--- config.mk ---
export PLATFORM = sky130hd
export DESIGN_NAME = latch_strobe_tx
export DESIGN_NICKNAME = d
export VERILOG_FILES = /design/src/rtl/latch_strobe_tx.sv
export SDC_FILE = /design/constraint.sdc
export NUM_CORES = 1
export LEC_CHECK = 0
export CORE_UTILIZATION = 46
export CTS_CLUSTER_DIAMETER = 60
export DETAILED_ROUTE_END_ITERATION = 8
export PLACE_DENSITY = 0.87
export RECOVER_POWER = 50
export SLEW_MARGIN = 25
export SYNTH_ARGS = -nofsm -noshare
export SYNTH_HDL_FRONTEND = slang
export SYNTH_SLANG_ARGS = --single-unit
export TNS_END_PERCENT = 50
--- constraint.sdc ---
create_clock -name clk -period 4 [get_ports clk]
set_input_delay 0.6 -clock clk [delete_from_list [all_inputs] [get_ports clk]]
set_output_delay 0.6 -clock clk [all_outputs]
set_load 0.05 [all_outputs]
--- src/rtl/latch_strobe_tx.sv ---
// Drive side of a transparent-latch capture interface: presents a word on lat_d and
// generates the setup / enable / hold window. Optional readback check: LATCH_STROBE_READBACK_EN.
module latch_strobe_tx #(
    parameter int DATA_W    = 8,
    parameter int SETUP_CYC = 2,
    parameter int PULSE_CYC = 3,
    parameter int HOLD_CYC  = 2
) (
    input  logic              clk,
    input  logic              rst_n,
    input  logic              in_valid,
    output logic              in_ready,
    input  logic [DATA_W-1:0] in_data,
    output logic [DATA_W-1:0] lat_d,
    output logic              lat_en,
    output logic              busy,
`ifdef LATCH_STROBE_READBACK_EN
    input  logic [DATA_W-1:0] lat_q,
    output logic              err,
`endif
    output logic              done
);

    if (SETUP_CYC < 1 || PULSE_CYC < 1 || HOLD_CYC < 1) begin : g_bad_param
        $error("latch_strobe_tx: SETUP_CYC, PULSE_CYC and HOLD_CYC must all be >= 1");
    end

    localparam int MAX_CYC = (SETUP_CYC > PULSE_CYC)
                           ? ((SETUP_CYC > HOLD_CYC) ? SETUP_CYC : HOLD_CYC)
                           : ((PULSE_CYC > HOLD_CYC) ? PULSE_CYC : HOLD_CYC);
    localparam int CNT_W   = (MAX_CYC > 1) ? $clog2(MAX_CYC) : 1;

    typedef enum logic [1:0] {IDLE, SETUP, PULSE, HOLD} state_e;

    state_e             state_q, state_d;
    logic [CNT_W-1:0]   cnt_q, cnt_d;
    logic [DATA_W-1:0]  lat_d_q, lat_d_d;
    logic               lat_en_q, lat_en_d;
    logic               done_q, done_d;
    logic               last_cyc;

    assign last_cyc = (cnt_q == '0);

    always_ff @(posedge clk or negedge rst_n) begin
        if (!rst_n) begin
            state_q  <= IDLE;
            cnt_q    <= '0;
            lat_d_q  <= '0;
            lat_en_q <= 1'b0;
            done_q   <= 1'b0;
        end else begin
            state_q  <= state_d;
            cnt_q    <= cnt_d;
            lat_d_q  <= lat_d_d;
            lat_en_q <= lat_en_d;
            done_q   <= done_d;
        end
    end

    // Counter is loaded with (length-1) on entry, so each state lasts exactly its length.
    always_comb begin
        state_d = state_q;
        cnt_d   = cnt_q;
        lat_d_d = lat_d_q;
        done_d  = 1'b0;
        unique case (state_q)
            IDLE: begin
                if (in_valid) begin
                    state_d = SETUP;
                    cnt_d   = CNT_W'(SETUP_CYC - 1);
                    lat_d_d = in_data;
                end
            end
            SETUP: begin
                if (last_cyc) begin
                    state_d = PULSE;
                    cnt_d   = CNT_W'(PULSE_CYC - 1);
                end else begin
                    cnt_d = cnt_q - 1'b1;
                end
            end
            PULSE: begin
                if (last_cyc) begin
                    state_d = HOLD;
                    cnt_d   = CNT_W'(HOLD_CYC - 1);
                end else begin
                    cnt_d = cnt_q - 1'b1;
                end
            end
            HOLD: begin
                if (last_cyc) begin
                    state_d = IDLE;
                    done_d  = 1'b1;
                end else begin
                    cnt_d = cnt_q - 1'b1;
                end
            end
            default: state_d = IDLE;
        endcase
        lat_en_d = (state_d == PULSE);
    end

`ifdef LATCH_STROBE_READBACK_EN
    logic err_q, err_d;

    // Latch is closed and settled by the final HOLD cycle; sample it on the edge leaving HOLD.
    always_comb begin
        err_d = err_q;
        if (state_q == HOLD && last_cyc && lat_q != lat_d_q) err_d = 1'b1;
    end

    always_ff @(posedge clk or negedge rst_n) begin
        if (!rst_n) err_q <= 1'b0;
        else        err_q <= err_d;
    end

    assign err = err_q;
`endif

    assign in_ready = (state_q == IDLE);
    assign busy     = !in_ready;
    assign lat_d    = lat_d_q;
    assign lat_en   = lat_en_q;
    assign done     = done_q;

endmodule

==> results.md, run 1 <==
* Status: complete, no violations
* Skew-Pair Late Insertion Delay at 0.27 ns
* Post-CTS setup buffers at 0
* Initial core utilization at 50.7%
* Crit-path leading delay family: buffers and inverters
* Worst Clk Skew at 0.00171 ns
* Full die area at 1630 um2
* CP max stage cell: clkdlybuf4s50_1
* Crit path required time at 3.40 ns
* Global route overflow at 0
* Post-DP HPWL at 912 um
* Vias per inst at 5.10
* Slowest stage delay, CP at 0.81 ns
* Final min period at 2.33 ns
* Startpoint Class: register
* Syn nets at 64
* Final WL at 1190 um
* DR DRC count at 0
* PortBufs at 22
* DIE WIDTH at 40.3 um
* Dpl cells at 84
* Type of the tightest min-delay check: register to register
* CTS resizes at 0
* CTS root buffer: clkbuf_4
* Max Buffers Root-to-Sink at 2
* Largest cells by area after synthesis: dfrtp_1 (52%), mux2_4 (18%), ha_1 (5.6%)
* Crit. End Element: output pin
* EDFF count, synth at 0
* Largest net degree at the start of global routing at 15
* First-pass DRT Iterations at 4
* Core Area at 1330 um2
* Final Wtd Congestion at 0.747
* Slew @ Worst Pin at 0.621 ns
* Crit path kind: register to output pin
* Endpoints failing hold at 0
* DIE HEIGHT at 40.3 um
* Max-Cap Viols at 0
* RSZ-0062 raised after global routing: false
* Wirelength per Cell at 13.5 um
* Vias at 449
* Nets at 88
* Cells after Synth at 50
* Final ANT Viol Nets at 0
* CTS tree: built
* DRT iter0 DRCs at 8
* CP arrival at 1.73 ns
* H-tree Lvls at 1
* Synth Cell Area at 676 um2
* Final setup viols at 0
* GRT Overall Usage at 15.2%
* Finished Cell Area at 921 um2
* Post-Syn Area per Cell at 13.5 um2
* Antenna cells at 0
* Layout area overhead at 36.3%
* Final hold slack at 0.517 ns
* Core Rows at 13
* # hold bufs at CTS at 0
* Final Instance Count excl. Fillers at 88
* Buf+Inv Stages, Crit Path at 1
* Relative slew margins at 58.5%
* Initial antenna violation count at 0
* Tcrit/Tclk final at 58.2%
* Yosys warns at 0
* Sum of negative setup slack at 0 ns
* Crit-path cells: nor2_4 > clkdlybuf4s50_1
* Synth top area share at 51.9%
* First-pass GRT wire length at 1590 um
* Post-DP Area at 885 um2
* Worst-path clk slew at 0.08 ns
* Yosys cell types at 21
* Clock sink count at 14
* Leading area contributor after synthesis: dfrtp_1
* Seq/Total Area, Yosys at 51.9%
* Top FF cell, synth: dfrtp_1
* IO Pins at 23
* Max FO, Critical Path at 8
* Synthesized flop and latch total at 14
* Fmax at 430 MHz
* Max Slew Vio Count at 0
* Post-synth ARST share at 100%
* CTS Buf Count at 3
* Layout cells sized above 1 at 20.5%
* Number of global-route vias before repair at 386
per-layer routing:
layer  track usage (%)  vias to the layer above  wire length, um
met5                 0                        -                0
met4              5.00                        0                0
met3              3.33                        0              103
met2              27.0                       17              604
met1              17.9                      218              479
li1                  -                      214                -
per-stage QoR:
step	util, %	setup slack (ns)
floorplan	-	2.31
global placement	66.3	2.00
detailed placement	66.3	1.97
CTS	69.0	1.66
global route	69.0	1.61
finish	69.0	1.67
final timing paths:
path                       endpoint       start  slack (ns)  cells past startpoint
max                        in_ready  state_q[1]        1.67                      2
min in group asynchronous  lat_d[2]       rst_n        0.78                      1
max reg2reg                  lat_en    cnt_q[0]        2.55                      5
min reg2reg                lat_d[1]    lat_d[1]        0.52                      1
max in group asynchronous  lat_d[5]       rst_n        2.83                      1
min                        lat_d[1]    lat_d[1]        0.52                      1
placed cells by master (no fill, tap or decap):
| master | instances |
|---|---|
| and2_1 | 1 |
| clkbuf_8 | 1 |
| nor2_4 | 1 |
| o211ai_1 | 1 |
| clkdlybuf4s50_1 | 20 |
| mux2_4 | 8 |
| nor3_1 | 1 |
| ha_1 | 3 |
| xnor2_1 | 1 |
| clkbuf_4 | 3 |
| dfrtp_1 | 14 |
| nand2_1 | 1 |
| dlygate4sd3_1 | 2 |
| and3_1 | 1 |
| o31ai_1 | 1 |
| and2_4 | 1 |
| inv_1 | 4 |
| o31a_1 | 1 |
| a21oi_1 | 2 |
| o21ai_0 | 3 |
| nand2b_1 | 2 |
| mux2_2 | 1 |
registers in the layout, summed over array words and instances (netlist names):
signal and cells:
lat_en 1, state_q 2, cnt_q 2, lat_d 8
done 1
layout make-up:
type | count | area [um2]
fill | 106 | 413
clock buffer | 4 | 36.3
sequential | 14 | 350
timing repair buffer | 22 | 220
tap | 15 | 18.8
inverter | 4 | 15.0
multi-input combinational | 29 | 280
cell usage after synthesis, types with 2 or more instances:
master    number
a21oi_1        2
buf_6          2
dfrtp_1       14
ha_1           3
inv_1          4
mux2_4         8
nand2b_1       2
o21ai_0        2
cells by family (layout without fill, tap and decap cells):
| group | after synthesis | after routing | share of synthesized area [%] |
|---|---|---|---|
| flops | 14 | 14 | 51.9 |
| xor+xnor | 1 | 1 | 1.30 |
| fa+ha+maj | 3 | 3 | 5.56 |
| simple gates | 8 | 8 | 7.96 |
| buf+inv | 7 | 30 | 6.67 |
| mux | 9 | 9 | 19.4 |
| compound gates | 8 | 8 | 7.22 |
Power of run 1 is not shown: default switching activity piles up to over one toggle a cycle in this logic, so the estimate is an artifact.
==> run 2: changes to the inputs <==
--- a/config.mk
+++ b/config.mk
@@ -5,10 +5,10 @@
 export SDC_FILE = /design/constraint.sdc
 export NUM_CORES = 1
 export LEC_CHECK = 0
-export CORE_UTILIZATION = 46
+export CORE_UTILIZATION = 39
 export CTS_CLUSTER_DIAMETER = 60
 export DETAILED_ROUTE_END_ITERATION = 8
-export PLACE_DENSITY = 0.87
+export PLACE_DENSITY = 0.79
 export RECOVER_POWER = 50
 export SLEW_MARGIN = 25
 export SYNTH_ARGS = -nofsm -noshare
==> constraint.sdc (replaced) <==
create_clock -name clk -period 2 [get_ports clk]
set_input_delay 0.3 -clock clk [delete_from_list [all_inputs] [get_ports clk]]
set_output_delay 0.3 -clock clk [all_outputs]
set_load 0.05 [all_outputs]
==> results.md, run 2 (synthesis gave the netlist of run 1 again) <==
* Status: finished with violations
* Violated checks: DRC
* Post-CTS setup buffers at 0
* H-tree Lvls at 1
* Crit-path cells: nor2_4 > and2_0 > mux2_4
* Commonest cells after routing, fill and taps aside: clkdlybuf4s50_1 (19), dfrtp_1 (14), mux2_4 (8)
* Vias per inst at 4.93
* IO Pins at 23
* Final setup viols at 0
* Core Area at 1560 um2
* CP max stage cell: and2_0
* PortBufs at 22
* Worst Setup SP: state_q[1]
* GR Util met1 at 17.0%
* RSZ-0062 raised after global routing: false
* Crit path kind: register to register
* Final min period at 1.76 ns
* R2R Path Start: state_q[1]
* Final ANT Viol Nets at 0
* Max FO, Critical Path at 8
* Slew @ Worst Pin at 0.747 ns
* Startpoint Class: register
* Worst-path clk slew at 0.08 ns
* Largest net degree at the start of global routing at 15
* Final Wtd Congestion at 0.667
* Clock sink count at 14
* Max FFs per register at 8
* Worst Clk Skew at 0.00671 ns
* # hold bufs at CTS at 0
* Crit path required time at 2.16 ns
* Most common cell after layout, fill and taps aside: clkdlybuf4s50_1
* Wirelength per Cell at 12.7 um
* CTS Buf Count at 3
* Finished Cell Area at 901 um2
* Met2 Use GR at 21.2%
* DIE HEIGHT at 43.6 um
* Max Buffers Root-to-Sink at 2
* Max Slew Vio Count at 0
* Max-Cap Viols at 0
* Full die area at 1900 um2
* DR DRC count at 4
* CP arrival at 1.91 ns
* CTS root buffer: clkbuf_4
* Relative slew margins at 50.2%
* Layout area overhead at 33.3%
* DIE WIDTH at 43.6 um
* Post-DP HPWL at 825 um
* Global route overflow at 0
* Post-DP Area at 881 um2
* Nets at 88
* GRT Overall Usage at 13.5%
* Slowest stage delay, CP at 0.62 ns
* Number of global-route vias before repair at 428
* CTS resizes at 0
* DRT iter0 DRCs at 4
* Crit. End Element: register
* Tcrit/Tclk final at 87.8%
* Buf+Inv Stages, Crit Path at 0
* Initial core utilization at 43.3%
* CTS tree: built
* Sum of negative setup slack at 0 ns
* Core Rows at 14
* Crit-path leading delay family: simple AND/OR/NAND/NOR gates
* Initial antenna violation count at 0
* First-pass GRT wire length at 1860 um
* Dpl ws at 0.462 ns
* Fmax at 569 MHz
* Vias at 434
* Type of the tightest min-delay check: input pin to async pin
* Layout cells sized above 1 at 20.8%
* Fillers at 131
* Skew-Pair Late Insertion Delay at 0.27 ns
* Endpoints failing hold at 0
* Busiest grt layer: met2
* Antenna cells at 0
* M3 GR Usage at 5.83%
* Final WS setup at 0.243 ns
* Final WL at 1120 um
* First-pass DRT Iterations at 5
## run 2: cell count changes in the layout (fill, tap and decap cells not counted), sizes merged
cell / change
clkdlybuf4s50: -1
clkbuf: -1
dlygate4sd3: -1
buf: +2
## run 2: path summary, 6_finish.rpt
check / end / slack, ns / depth (start not counted)
max: lat_d[1] / 0.24 / 3
min: done / 0.47 / 1
max reg2reg: lat_d[1] / 0.24 / 3
min reg2reg: lat_d[7] / 0.51 / 1
max in group asynchronous: lat_d[7] / 1.12 / 1
min in group clk: lat_d[7] / 0.51 / 1
## run 2: worst reg2reg max path, delay by kind of cell (launching register included)
kind	cells	cell delay, ns
flops	1	0.49
simple gates	2	0.79
mux	1	0.36
## run 2: area by class of cell
class,count,area [um2],area share [%]
well taps,16,20.0,2.22
multi-input cells,29,278,30.8
flip-flops and latches,14,350,38.9
inverters,4,15.0,1.67
clock buffers,3,22.5,2.50
repair buffers,22,215,23.9
## run 2: metal layers
layer | up-vias | share of wire (%)
li1 | 213 | -
met1 | 205 | 48
met2 | 16 | 43
met3 | 0 | 8.8
met4 | 0 | 0
met5 | - | 0
## run 2: stage by stage
step                hold WS, ns  cells  utilization (%)
floorplan               0.00441     50                -
global placement          0.500     85             56.5
detailed placement        0.493     85             56.5
CTS                       0.433     88             57.9
global route              0.524     88             57.8
finish                    0.475     88             57.8
Power of run 2 is left out for the same reason.
==> run 3: changes to the inputs <==
--- a/config.mk
+++ b/config.mk
@@ -5,10 +5,10 @@
 export SDC_FILE = /design/constraint.sdc
 export NUM_CORES = 1
 export LEC_CHECK = 0
-export CORE_UTILIZATION = 39
+export CORE_UTILIZATION = 43
 export CTS_CLUSTER_DIAMETER = 60
 export DETAILED_ROUTE_END_ITERATION = 8
-export PLACE_DENSITY = 0.79
+export PLACE_DENSITY = 0.82
 export RECOVER_POWER = 50
 export SLEW_MARGIN = 25
 export SYNTH_ARGS = -nofsm -noshare
==> constraint.sdc (replaced) <==
create_clock -name clk -period 1.9 [get_ports clk]
set_input_delay 0.285 -clock clk [delete_from_list [all_inputs] [get_ports clk]]
set_output_delay 0.285 -clock clk [all_outputs]
set_load 0.05 [all_outputs]
==> results.md, run 3 (synthesis gave the netlist of run 1 again) <==
* Full die area at 1730 um2
* Leakage at 0.409 nW
* Internal Power at 1.02 mW
* Crit path required time at 1.62 ns
* RSZ-0062 raised after global routing: false
* CTS tree: built
* Max-Cap Viols at 0
* Sum of negative setup slack at 0 ns
* Worst-path clk slew at 0.08 ns
* Register share of total power at 30.8%
* Vias per inst at 5.02
* Crit-path cells: clkdlybuf4s50_1
* Largest net degree at the start of global routing at 15
* Overall Power at 1.87 mW
* Fmax at 572 MHz
* CP max stage cell: clkdlybuf4s50_1
* DIE WIDTH at 41.6 um
* Post-CTS setup buffers at 0
* Psw at 857 uW
* Core Area at 1380 um2
* Final min period at 1.75 ns
* Final Instance Count excl. Fillers at 88
* IO Pins at 23
* Final Wtd Congestion at 0.677
* Crit. End Element: output pin
* Crit path kind: register to output pin
* Commonest cells after routing, fill and taps aside: clkdlybuf4s50_1 (19), dfrtp_1 (14), mux2_4 (7)
* PortBufs at 22
* Reg2Reg Setup Slack at 0.17 ns
* # hold bufs at CTS at 0
* Fillers at 109
* Final ANT Viol Nets at 0
* Buf+Inv Stages, Crit Path at 1
* Vias at 442
* Peak VDD IR at 1.00 mV
* Nets at 88
* CTS resizes at 0
* First-pass DRT Iterations at 1
* Startpoint Class: register
* R2R Path Start: state_q[1]
* Slowest stage delay, CP at 0.81 ns
* Status: complete, no violations
* Final WL at 1180 um
* Pwr Density at 2060 nW/um2
* R2R depth at 3
* Type of the tightest min-delay check: input pin to async pin
* Final setup viols at 0
* Number of global-route vias before repair at 428
* Post-DP HPWL at 863 um
* Max FO, Critical Path at 2
* Wirelength per Cell at 13.4 um
* DRT iter0 DRCs at 0
* RR Endpoint: lat_d[0]
* Switching part of the total power at 45.7%
* CTS root buffer: clkbuf_4
* Post-DP Area at 880 um2
* Core Rows at 13
* Final hold slack at 0.446 ns
* GRT Overall Usage at 15.7%
* Finished Cell Area at 910 um2
* Dpl ws at 0.375 ns
* Antenna cells at 0
* Skew-Pair Late Insertion Delay at 0.28 ns
* Worst Clk Skew at 0.00274 ns
* H-tree Lvls at 1
* Utilization after layout at 65.8%
* CTS Buf Count at 3
* CP arrival at 1.46 ns
* Relative slew margins at 54.5%
* Dpl cells at 84
* DR DRC count at 0
* Max Slew Vio Count at 0
* Layout area overhead at 34.6%
* Initial core utilization at 48.9%
* Max FFs per register at 8
* Endpoints failing hold at 0
* First-pass GRT wire length at 2000 um
* Initial antenna violation count at 0
* Combinational power share at 57.7%
* Clock network fraction of design power at 11.5%
* Final WS setup at 0.152 ns
* Slew @ Worst Pin at 0.682 ns
* Max Buffers Root-to-Sink at 2
* Global route overflow at 0
* Most common cell after layout, fill and taps aside: clkdlybuf4s50_1
* Crit-path leading delay family: buffers and inverters
* Tcrit/Tclk final at 92.0%
* DIE HEIGHT at 41.6 um
* Layout cells sized above 1 at 20.5%
* Clock sink count at 14
[run 3: power groups by stage]
| stage | logic (mW) | registers, mW | clock network [mW] |
|---|---|---|---|
| final | 1.08 | 0.577 | 0.216 |
| after detailed placement | 1.11 | 0.582 | 0 |
| after CTS | 1.11 | 0.577 | 0.224 |
| after global routing | 1.15 | 0.599 | 0.238 |
| after global placement | 1.08 | 0.579 | 0 |
| after floorplan | 0.533 | 0.877 | 0 |
[run 3: cell type report]
cell class	instances	area [um2]	share of cell area, %
multi-input cells	29	274	30.1
clock buffers	4	36.3	3.99
flip-flops and latches	14	350	38.5
repair buffers	22	215	23.7
inverters	4	15.0	1.65
well taps	15	18.8	2.06
[run 3: worst register-to-register path: cells and delay by family, from the launching register on]
| family | cells | cell delay, ns |
|---|---|---|
| flops | 1 | 0.50 |
| mux | 1 | 0.38 |
| simple gates | 2 | 0.75 |
[run 3: how the worst max path moves through the flow]
stage | to | slack (ns) | cells past startpoint | from
4_1_cts | lat_d[4] | 0.13 | 1 | lat_d[4]
2_1_floorplan | lat_d[0] | 0.36 | 5 | state_q[1]
6_report | lat_d[4] | 0.15 | 1 | lat_d[4]
3_3_place_gp | lat_d[1] | 0.41 | 3 | in_valid
3_5_place_dp | lat_d[4] | 0.37 | 3 | in_valid
5_1_grt | lat_d[0] | 0.1 | 3 | state_q[1]
[run 3: metal layers]
layer,track usage [%],share of wire (%)
met5,0,0
met4,5.81,1.2
met3,7.83,8.0
met2,23.4,47
met1,19.5,44
Power figures use the tool's default switching activity.
